===== src/rtl/compare_pkg.sv =====
// Shared encodings for the serial magnitude comparator: result codes, controller
// states and the cascade-in normalisation applied when an operation is accepted.
package compare_pkg;

    localparam logic [2:0] CMP_GT = 3'b100;
    localparam logic [2:0] CMP_LT = 3'b010;
    localparam logic [2:0] CMP_EQ = 3'b001;

    typedef enum logic [1:0] {
        S_IDLE = 2'd0,
        S_RUN  = 2'd1,
        S_DONE = 2'd2
    } stateT;

    // Anything that is not a clean GT or LT code is treated as "no opinion yet".
    function automatic logic [2:0] normaliseCascade(input logic [2:0] code);
        case (code)
            CMP_GT:  return CMP_GT;
            CMP_LT:  return CMP_LT;
            default: return CMP_EQ;
        endcase
    endfunction

endpackage


===== src/rtl/cmp4_slice.sv =====
// Combinational 4-bit cascadable magnitude comparator slice: an unequal nibble
// decides the result, an equal nibble passes the cascade-in through.
module cmp4_slice
    import compare_pkg::*;
(
    input  logic [3:0] a,
    input  logic [3:0] b,
    input  logic [2:0] cascadeIn,
    output logic [2:0] result
);

    always_comb begin
        result = cascadeIn;
        if (a > b) begin
            result = CMP_GT;
        end else if (a < b) begin
            result = CMP_LT;
        end
    end

endmodule


===== src/rtl/serial_compare_ctrl.sv =====
// Sequencer that walks one cmp4_slice over two captured WIDTH-bit operands,
// LSB nibble first, carrying each slice result forward as the next cascade-in.
module serial_compare_ctrl
    import compare_pkg::*;
#(
    parameter int WIDTH = 16
) (
    input  logic             iClk,
    input  logic             iRst,
    input  logic             iStart,
    input  logic [WIDTH-1:0] iData_a,
    input  logic [WIDTH-1:0] iData_b,
    input  logic [2:0]       iData,
    output logic             oBusy,
    output logic             oDone,
    output logic [2:0]       oData
);

    localparam int NIB = WIDTH / 4;
    localparam int CW  = (NIB > 1) ? $clog2(NIB) : 1;
    localparam logic [CW-1:0] CNT_LAST = CW'(NIB - 1);

    stateT            state;
    stateT            nextState;
    logic [CW-1:0]    cnt;
    logic [WIDTH-1:0] aReg;
    logic [WIDTH-1:0] bReg;
    logic [2:0]       cascade;
    logic [3:0]       nibA;
    logic [3:0]       nibB;
    logic [2:0]       sliceResult;

    always_ff @(posedge iClk) begin
        if (iRst) begin
            state <= S_IDLE;
        end else begin
            state <= nextState;
        end
    end

    always_comb begin
        nextState = state;
        case (state)
            S_IDLE:  if (iStart) nextState = S_RUN;
            S_RUN:   if (cnt == CNT_LAST) nextState = S_DONE;
            S_DONE:  nextState = S_IDLE;
            default: nextState = S_IDLE;
        endcase
    end

    // The slice only ever sees the nibble pair selected by the step counter.
    always_comb begin
        nibA = aReg[{cnt, 2'b00} +: 4];
        nibB = bReg[{cnt, 2'b00} +: 4];
    end

    cmp4_slice uSlice (
        .a         (nibA),
        .b         (nibB),
        .cascadeIn (cascade),
        .result    (sliceResult)
    );

    // oData is only loaded on the final step, so it holds steady through RUN.
    always_ff @(posedge iClk) begin
        if (iRst) begin
            cnt     <= '0;
            aReg    <= '0;
            bReg    <= '0;
            cascade <= CMP_EQ;
            oData   <= CMP_EQ;
        end else begin
            case (state)
                S_IDLE: begin
                    if (iStart) begin
                        aReg    <= iData_a;
                        bReg    <= iData_b;
                        cascade <= normaliseCascade(iData);
                        cnt     <= '0;
                    end
                end
                S_RUN: begin
                    cascade <= sliceResult;
                    cnt     <= cnt + 1'b1;
                    if (cnt == CNT_LAST) begin
                        oData <= sliceResult;
                    end
                end
                default: ;
            endcase
        end
    end

    assign oBusy = (state == S_RUN) || (state == S_DONE);
    assign oDone = (state == S_DONE);

endmodule

===== config.mk =====
export PLATFORM = sky130hd
export DESIGN_NAME = serial_compare_ctrl
export DESIGN_NICKNAME = d
export VERILOG_FILES = /design/src/rtl/compare_pkg.sv /design/src/rtl/cmp4_slice.sv /design/src/rtl/serial_compare_ctrl.sv
export SDC_FILE = /design/constraint.sdc
export NUM_CORES = 1
export LEC_CHECK = 0
export CAP_MARGIN = 30
export CORE_MARGIN = 2
export CORE_UTILIZATION = 45
export DETAILED_ROUTE_END_ITERATION = 6
export MAX_ROUTING_LAYER = met4
export PLACE_DENSITY = 0.86
export SYNTH_ARGS = -nofsm -noshare
export SYNTH_HDL_FRONTEND = slang
export SYNTH_SLANG_ARGS = --single-unit

===== constraint.sdc =====
create_clock -name iClk -period 2.29 [get_ports iClk]
set_input_delay 0.458 -clock iClk [delete_from_list [all_inputs] [get_ports iClk]]
set_output_delay 0.458 -clock iClk [all_outputs]
set_load 0.005 [all_outputs]

# Word level (Yosys, flattened, before mapping)
# Index checks and enable logic that the tools add are counted.
# word_totals
reg_bits,42
inputBits,38
word_cells,35
# classes
addsub,1
magnitude_cmp,2
n_eq_ne,7
shifts,2
muxes,10
n_reduce_logical,7
# op_table
op,n
indexed part select 16 x 5 -> 4 bit,2
one-hot mux 3 bit (2 select lines),2
2-to-1 mux 3 bit,3
one-hot mux 2 bit (2 select lines),2
AND reduction 2 bit,4
2-to-1 mux 2 bit,3
"equality test 2 bit, second input constant",2
> comparator 4 bit,1
less-than comparator 4 bit,1
"!= test 2 bit, second input constant",2
"equality test 3 x 2 -> 1 bit, second input constant",1
"equality test 3 bit, second input constant",1
"adder 2 x 1 -> 2 bit, second input constant",1
"equality test 2 x 1 -> 1 bit, second input constant",1
logical NOT 2 bit,1
nonzero test 2 bit,1
logical OR 1 bit,1

# Logic depth before layout (Yosys ltp)
# Gate-level depths: netlist of run 1.
# logic_depth
ltp_word,5
mapped_depth,8

# Modules after synthesis
# A second synthesis of run 1 with hierarchy kept.
# hier_totals
hier_cells,222
area_unflattened_um2,2147.1
# modules_own_cells
mod,instances,cells_per_inst,area_each_um2,seq_area_each_um2
serial_compare_ctrl,1,205,2009.4,840.8
cmp4_slice,1,17,137.6,0.0

# Worst setup path before layout of run 1
# OpenSTA, ideal clock, no wires.
# synth_path
path_kind,register to register
start,register cnt[0]
end,register oData[2]
setup_time_ns,0.117
t_arrival_ns,2.088
t_required_ns,2.173
slack_ns,0.084
path_stages_with_launch,8
path_buffers,1
path_cell_list,dfxtp_1 -> buf_2 -> mux4_2 -> ha_1 -> nor2b_1 -> o211a_1 -> o21ba_1 -> a32o_1
# synth_between
elab_chain_cells,4
# synth_lines
item,line,rtl
from (decl),serial_compare_ctrl.sv:25,logic [CW-1:0] cnt;
from (signal assigned),serial_compare_ctrl.sv:84,cnt <= cnt + 1'b1;
"indexed part select 16 x 5 -> 4 bit, on equally long branches","serial_compare_ctrl.sv:53, serial_compare_ctrl.sv:54",
less-than comparator 4 bit,cmp4_slice.sv:16,end else if (a < b) begin
2-to-1 mux 3 bit,cmp4_slice.sv:16,
2-to-1 mux 3 bit,cmp4_slice.sv:14,if (a > b) begin
to (signal assigned),serial_compare_ctrl.sv:86,oData <= sliceResult;
to (decl),serial_compare_ctrl.sv:16,output logic [2:0] oData
# Several ways; a longest one is shown, not always the timed one.
# A chain may end at the register's enable or synchronous reset.

# Worst setup path after layout of run 1
# layout_path
start,register cnt[0]
end,register cascade[1]
# layout_between
elab_chain_cells,5
# layout_lines
item,line,rtl
"indexed part select 16 x 5 -> 4 bit, on equally long branches","serial_compare_ctrl.sv:53, serial_compare_ctrl.sv:54",
less-than comparator 4 bit,cmp4_slice.sv:16,
2-to-1 mux 3 bit,cmp4_slice.sv:16,
2-to-1 mux 3 bit (*),cmp4_slice.sv:14,
one-hot mux 3 bit (2 select lines) (*),serial_compare_ctrl.sv:73,case (state)
to (signal assigned),serial_compare_ctrl.sv:78,cascade <= normaliseCascade(iData);
to (signal assigned),serial_compare_ctrl.sv:83,cascade <= sliceResult;
to (decl),serial_compare_ctrl.sv:28,logic [2:0] cascade;
# Mark *: on every way between the ends. The rest lies on a longest branch, timed or not.

==> flow_metrics.tcl, run 1 <==
set metrics [dict create \
    cap_violations 0 \
    syn_nets 274 \
    num_io_pins 43 \
    via_count 1729 \
    drt_iter0_drc 76 \
    p_total_mw 1.60 \
    diodes 0 \
    startpoint_type "register" \
    die_x_um 69.7 \
    worstSetupPathType "reg -> reg" \
    reg2reg_slack_ps 170 \
    max_freq_mhz 472 \
    routed_wl_um 4340 \
    cp-end-kind "register" \
    required_ps 2480 \
    htree_levels 2 \
    power_density_mw_per_mm2 639 \
    grt_pass1_wl_um 7390 \
    wl_per_cell_um 13.6 \
    post-route-drc-count 0 \
    status "finished clean" \
    ys_ff_latch 42 \
    crit_path_end "cascade[1]" \
    wl_met3_um 276 \
    grt_max_degree 33 \
    hp-class "reg -> reg" \
    yosysWarningCount 0 \
    num_rows 23 \
    port_buffers 42 \
    synth_top_area_share 0.433 \
    mostFrequentLayoutCell "nand2_1" \
    finalCoreUtilization 0.613 \
    finalWorstSetupSlack_ps 171 \
    fin_crit_ps 2120 \
    syn-cell-area_mm2 0.00194 \
    p_leak_nw 0.975 \
    slew_headroom 0.640 \
    top_layer_used "met4" \
    postSynthAreaPerCell_um2 8.51 \
    cts_tree "built" \
    postSynthCellCount 228 \
    clkSlewWorstSetupHoldPaths_ps 80 \
    multi_input_area_um2 993 \
    syn_to_final_growth_pct 29.1 \
    rr_endpoint "cascade[1]" \
    die_y_um 69.7 \
    synth-main-ff-cell "dfxtp_1" \
    worstReg2RegStart "cnt[0]" \
    placed_cells 312 \
    ant_nets 0 \
    synth_cell_types 31 \
    clock_path_buffers 2 \
    synthTopCellsByArea "dfxtp_1 43%, nand2_1 14%, a21oi_1 10%" \
    grt_pass1_vias 1630 \
    async_flop_share 0 \
    drive_above_1_share 0.0963 \
    yosysTopAreaCell "dfxtp_1" \
    antenna_found_initial 0 \
    peakVddDrop_mv 0.345 \
    core_mm2 0.00409 \
    vias_per_cell 5.40 \
    clockRootBuffer "clkbuf_8" \
    final_cells 320 \
    cts_inserted_buffers 5 \
    post-place-ws_ps -3.19 \
    synth-edff-count 0 \
    routabilityCongestion 0.884 \
    dp_hpwl_um 3240 \
    die_area_mm2 0.00485 \
    fin_crit_sh 0.925 \
    start_util 0.475 \
    finalSetupViolations 0 \
    worst_clock_skew_ps 5.31 \
    wl_met1_um 1860 \
    setup.worst_path.start "cnt[0]" \
    final_nets 315 \
    overflow 0 \
    ff_latch_area_um2 845 \
    first_pass_iters 5 \
    maxSlewViolCount 0 \
    wl_met2_um 2090 \
    path_max_fanout 6 \
    hold_viol_final 0 \
    ff2ff_path_depth 7 \
    final_cell_mix "73 x nand2_1, 42 x clkdlybuf4s50_1, 41 x dfxtp_1" \
    clock_sinks 42 \
    clock_latency_ps 300 \
    fillers 344 \
    worst_pin_slew_ps 538 \
    arrival_ps 2310 \
    yosysSeqAreaShare 0.433 \
    groute.usage.overall 0.193 \
    rsz0062_at_grt "no" \
    setup_tns_ps 0 \
]
-- where the power goes --
group | leakage, nW | switching (mW) | internal [mW]
Combinational | 0.581 | 0.156 | 0.155
Sequential | 0.345 | 0.0302 | 0.778
Clock | 0.0482 | 0.240 | 0.243
-- per-layer routing --
metal	up-vias	track usage
li1	856	-
met1	783	0.240
met2	73	0.311
met3	17	0.0378
met4	0	0.0769
met5	-	-
-- worst min-delay path by stage --
stage / from / to / depth (start not counted)
after floorplan: aReg[10] / aReg[10] / 2
after global placement: bReg[11] / bReg[11] / 2
after detailed placement: aReg[4] / aReg[4] / 2
after CTS: aReg[4] / aReg[4] / 2
after global routing: aReg[1] / aReg[1] / 2
final: bReg[1] / bReg[1] / 2
-- sequential cells by signal, summed over array words and instances (netlist names) --
signal	flops
aReg	16
bReg	16
cascade	3
cnt	2
oData	3
state	2
-- Yosys cell counts (all sizes together) (2+ instances only) --
| cell type | number |
|---|---|
| nand2 | 73 |
| dfxtp | 42 |
| a21oi | 41 |
| inv | 11 |
| buf | 9 |
| ha | 8 |
| mux4 | 8 |
| clkbuf | 6 |
| nor2 | 4 |
| o21ai | 4 |
| a211oi | 3 |
| o211a | 3 |
| nor2b | 2 |
-- repair_timing --
item | CTS | global route
setup endpoints to repair | 0 | 5
setup buffers | 0 | 0
gates resized for setup | 0 | 2
hold buffers | 0 | 0
-- through the flow --
stage               hold WS, ps  area [um2]
floorplan                   433        1940
global placement            443        2410
detailed placement          450        2410
CTS                         460        2500
global route                473        2510
finish                      461        2510
-- worst max-delay path, stage by stage (launching register included) --
cell and delay (ps):
dfxtp_4 400, buf_4 160, mux4_2 500, ha_1 210
nor2b_1 120, o211a_1 190, o21ai_1 110, a221o_1 340
-- cell families after synthesis --
| logic type | after synthesis | share of synthesized area |
|---|---|---|
| and+or+nand+nor | 84 | 0.176 |
| buffers and inverters | 26 | 0.0548 |
| adders and majority gates | 8 | 0.0516 |
| AOI/OAI and AO/OA | 58 | 0.181 |
| xor gates and xnor gates | 1 | 0.00451 |
| DFF | 42 | 0.433 |
| muxes | 9 | 0.0986 |
-- final cells by class --
type | count | area share
clock buffers | 7 | 0.0344
clock inverters | 1 | 0.00200
inverters | 11 | 0.0165
multi-input cells | 160 | 0.396
flip-flops and latches | 42 | 0.337
well taps | 50 | 0.0250
repair buffers | 49 | 0.189
Note: power is estimated with default switching activity, not from simulation.
==> run 2, diff against run 1 <==
==> constraint.sdc (replaced) <==
create_clock -name iClk -period 1.77 [get_ports iClk]
set_input_delay 0.354 -clock iClk [delete_from_list [all_inputs] [get_ports iClk]]
set_output_delay 0.354 -clock iClk [all_outputs]
set_load 0.005 [all_outputs]
==> run 2 against run 1 <==
Net effect:
- the flow now finishes with violations (setup timing)
- wire length is 15% higher
- hold slack worse by 1.9 ps
- clock power is 54% higher
- via count is 5.3% higher
- final area is 8.5% higher
- worst setup slack worse by 520 ps
- fmax is 0.20% higher
- final cell count is 3.4% higher
- critical path type unchanged
- largest cell class unchanged
==> flow_metrics.tcl, run 2 (synthesis gave the netlist of run 1 again) <==
set metrics [dict create \
    design_area_mm2 0.00272 \
    startpoint_type "register" \
    max_freq_mhz 473 \
    drive_above_1_share 0.196 \
    cts_tree "built" \
    hold_viol_final 0 \
    final_cells 331 \
    required_ps 1960 \
    die_x_um 69.7 \
    clkSlewWorstSetupHoldPaths_ps 70 \
    power_density_mw_per_mm2 847 \
    maxSlewViolCount 0 \
    ff2ff_path_depth 6 \
    finalSetupViolations 6 \
    post-place-ws_ps -408 \
    first_pass_iters 5 \
    syn_to_final_growth_pct 40.1 \
    grt_max_degree 33 \
    drt_iter0_drc 126 \
    core_mm2 0.00409 \
    fillers 314 \
    p_total_mw 2.30 \
    post-route-drc-count 0 \
    largest_registers "aReg x16, bReg x16" \
    setup_tns_ps -1750 \
    hold_ws_ps 459 \
    vias_per_cell 5.50 \
    final_nets 326 \
    htree_levels 2 \
    rsz0062_at_grt "yes" \
    worstSetupPathType "reg -> reg" \
    wl_per_cell_um 15.1 \
    cts_inserted_buffers 5 \
    num_rows 23 \
    grt_pass1_wl_um 7950 \
    num_io_pins 43 \
    antenna_found_initial 0 \
    violations "setup timing" \
    hold_depth 2 \
    place_area_mm2 0.00250 \
    routed_wl_um 4990 \
    grt_pass1_vias 1765 \
    status "finished with violations" \
    path_max_fanout 6 \
    ant_nets 0 \
    clockRootBuffer "clkbuf_8" \
    port_buffers 42 \
    crit_chain "buf_4 > mux4_2 > ha_4 > o211a_4 > o21ai_2 > a221o_1" \
    peakVddDrop_mv 0.465 \
    groute.usage.overall 0.214 \
    die_area_mm2 0.00485 \
    clock_latency_ps 300 \
    finalCoreUtilization 0.665 \
    worst_clock_skew_ps 3.93 \
    slowest_delay_ps 550 \
    dp_hpwl_um 3290 \
    mostFrequentLayoutCell "nand2_1" \
    start_util 0.475 \
    routabilityCongestion 0.941 \
    cp-end-kind "register" \
    finalWorstSetupSlack_ps -345 \
    slowest_stage "mux4_2" \
    p_leak_nw 1.05 \
    fin_crit_ps 2110 \
    clock_path_buffers 2 \
    cap_violations 0 \
    die_y_um 69.7 \
    clock_sinks 42 \
    placed_cells 320 \
    arrival_ps 2300 \
    overflow 0 \
    slew_headroom 0.740 \
    fin_crit_sh 1.19 \
    diodes 0 \
    final_cell_mix "71 x nand2_1, 41 x clkdlybuf4s50_1, 39 x a21oi_1, 39 x dfxtp_1, 17 x buf_4" \
    via_count 1820 \
    hp-class "reg -> reg" \
    worst_pin_slew_ps 386 \
]
[run 2: cell types whose count changed in the layout (fill, tap and decap cells not counted), sizes merged]
cell | previous run | this run
buf | 7 | 18
bufinv | 0 | 1
clkdlybuf4s50 | 42 | 41
clkinv | 1 | 0
dlygate4sd2 | 0 | 1
[run 2: path summary, 6_finish.rpt]
| check | startpoint | slack [ps] | endpoint |
|---|---|---|---|
| worst min register to register | aReg[12] | 460 | aReg[12] |
| worst max-delay path | cnt[0] | -340 | cascade[1] |
| worst min-delay path | aReg[12] | 460 | aReg[12] |
| worst max register to register | cnt[0] | -340 | cascade[1] |
[run 2: layout make-up]
cell class | count | area [um2] | area share
Timing Repair Buffer | 60 | 567 | 0.208
Clock inverter | 1 | 30.0 | 0.0110
Multi-Input combinational cell | 160 | 1090 | 0.403
Clock buffer | 7 | 76.3 | 0.0281
Tap cell | 50 | 62.6 | 0.0230
Inverter | 11 | 41.3 | 0.0152
Sequential cell | 42 | 847 | 0.312
[run 2: what timing repair did]
| item | in CTS | in global routing |
|---|---|---|
| endpoints found under the setup margin | 7 | 6 |
| setup buffers | 3 | 0 |
| pin swaps | 10 | 7 |
| hold buffers | 0 | 0 |
| gates resized for setup | 12 | 10 |
[run 2: metal layers]
metal / up-vias / GRT usage / wire (um)
li1: 879 / - / -
met1: 858 / 0.236 / 2070
met2: 58 / 0.356 / 2490
met3: 25 / 0.0538 / 224
met4: 0 / 0.113 / 210
met5: - / - / 0
[run 2: critical path: cells and delay by family (launching register included)]
| family | cells | cell delay [ps] |
|---|---|---|
| AO/OA/AOI/OAI | 3 | 600 |
| multiplexers | 1 | 550 |
| flip-flops | 1 | 420 |
| adder cells (fa/ha/maj) | 1 | 300 |
| buffers and inverters | 1 | 140 |
[run 2: where the power goes]
group | total, mW | switching [mW] | internal, mW
logic | 0.510 | 0.248 | 0.262
registers | 1.05 | 0.0430 | 1.01
clock network | 0.744 | 0.322 | 0.422
total | 2.30 | 0.612 | 1.69
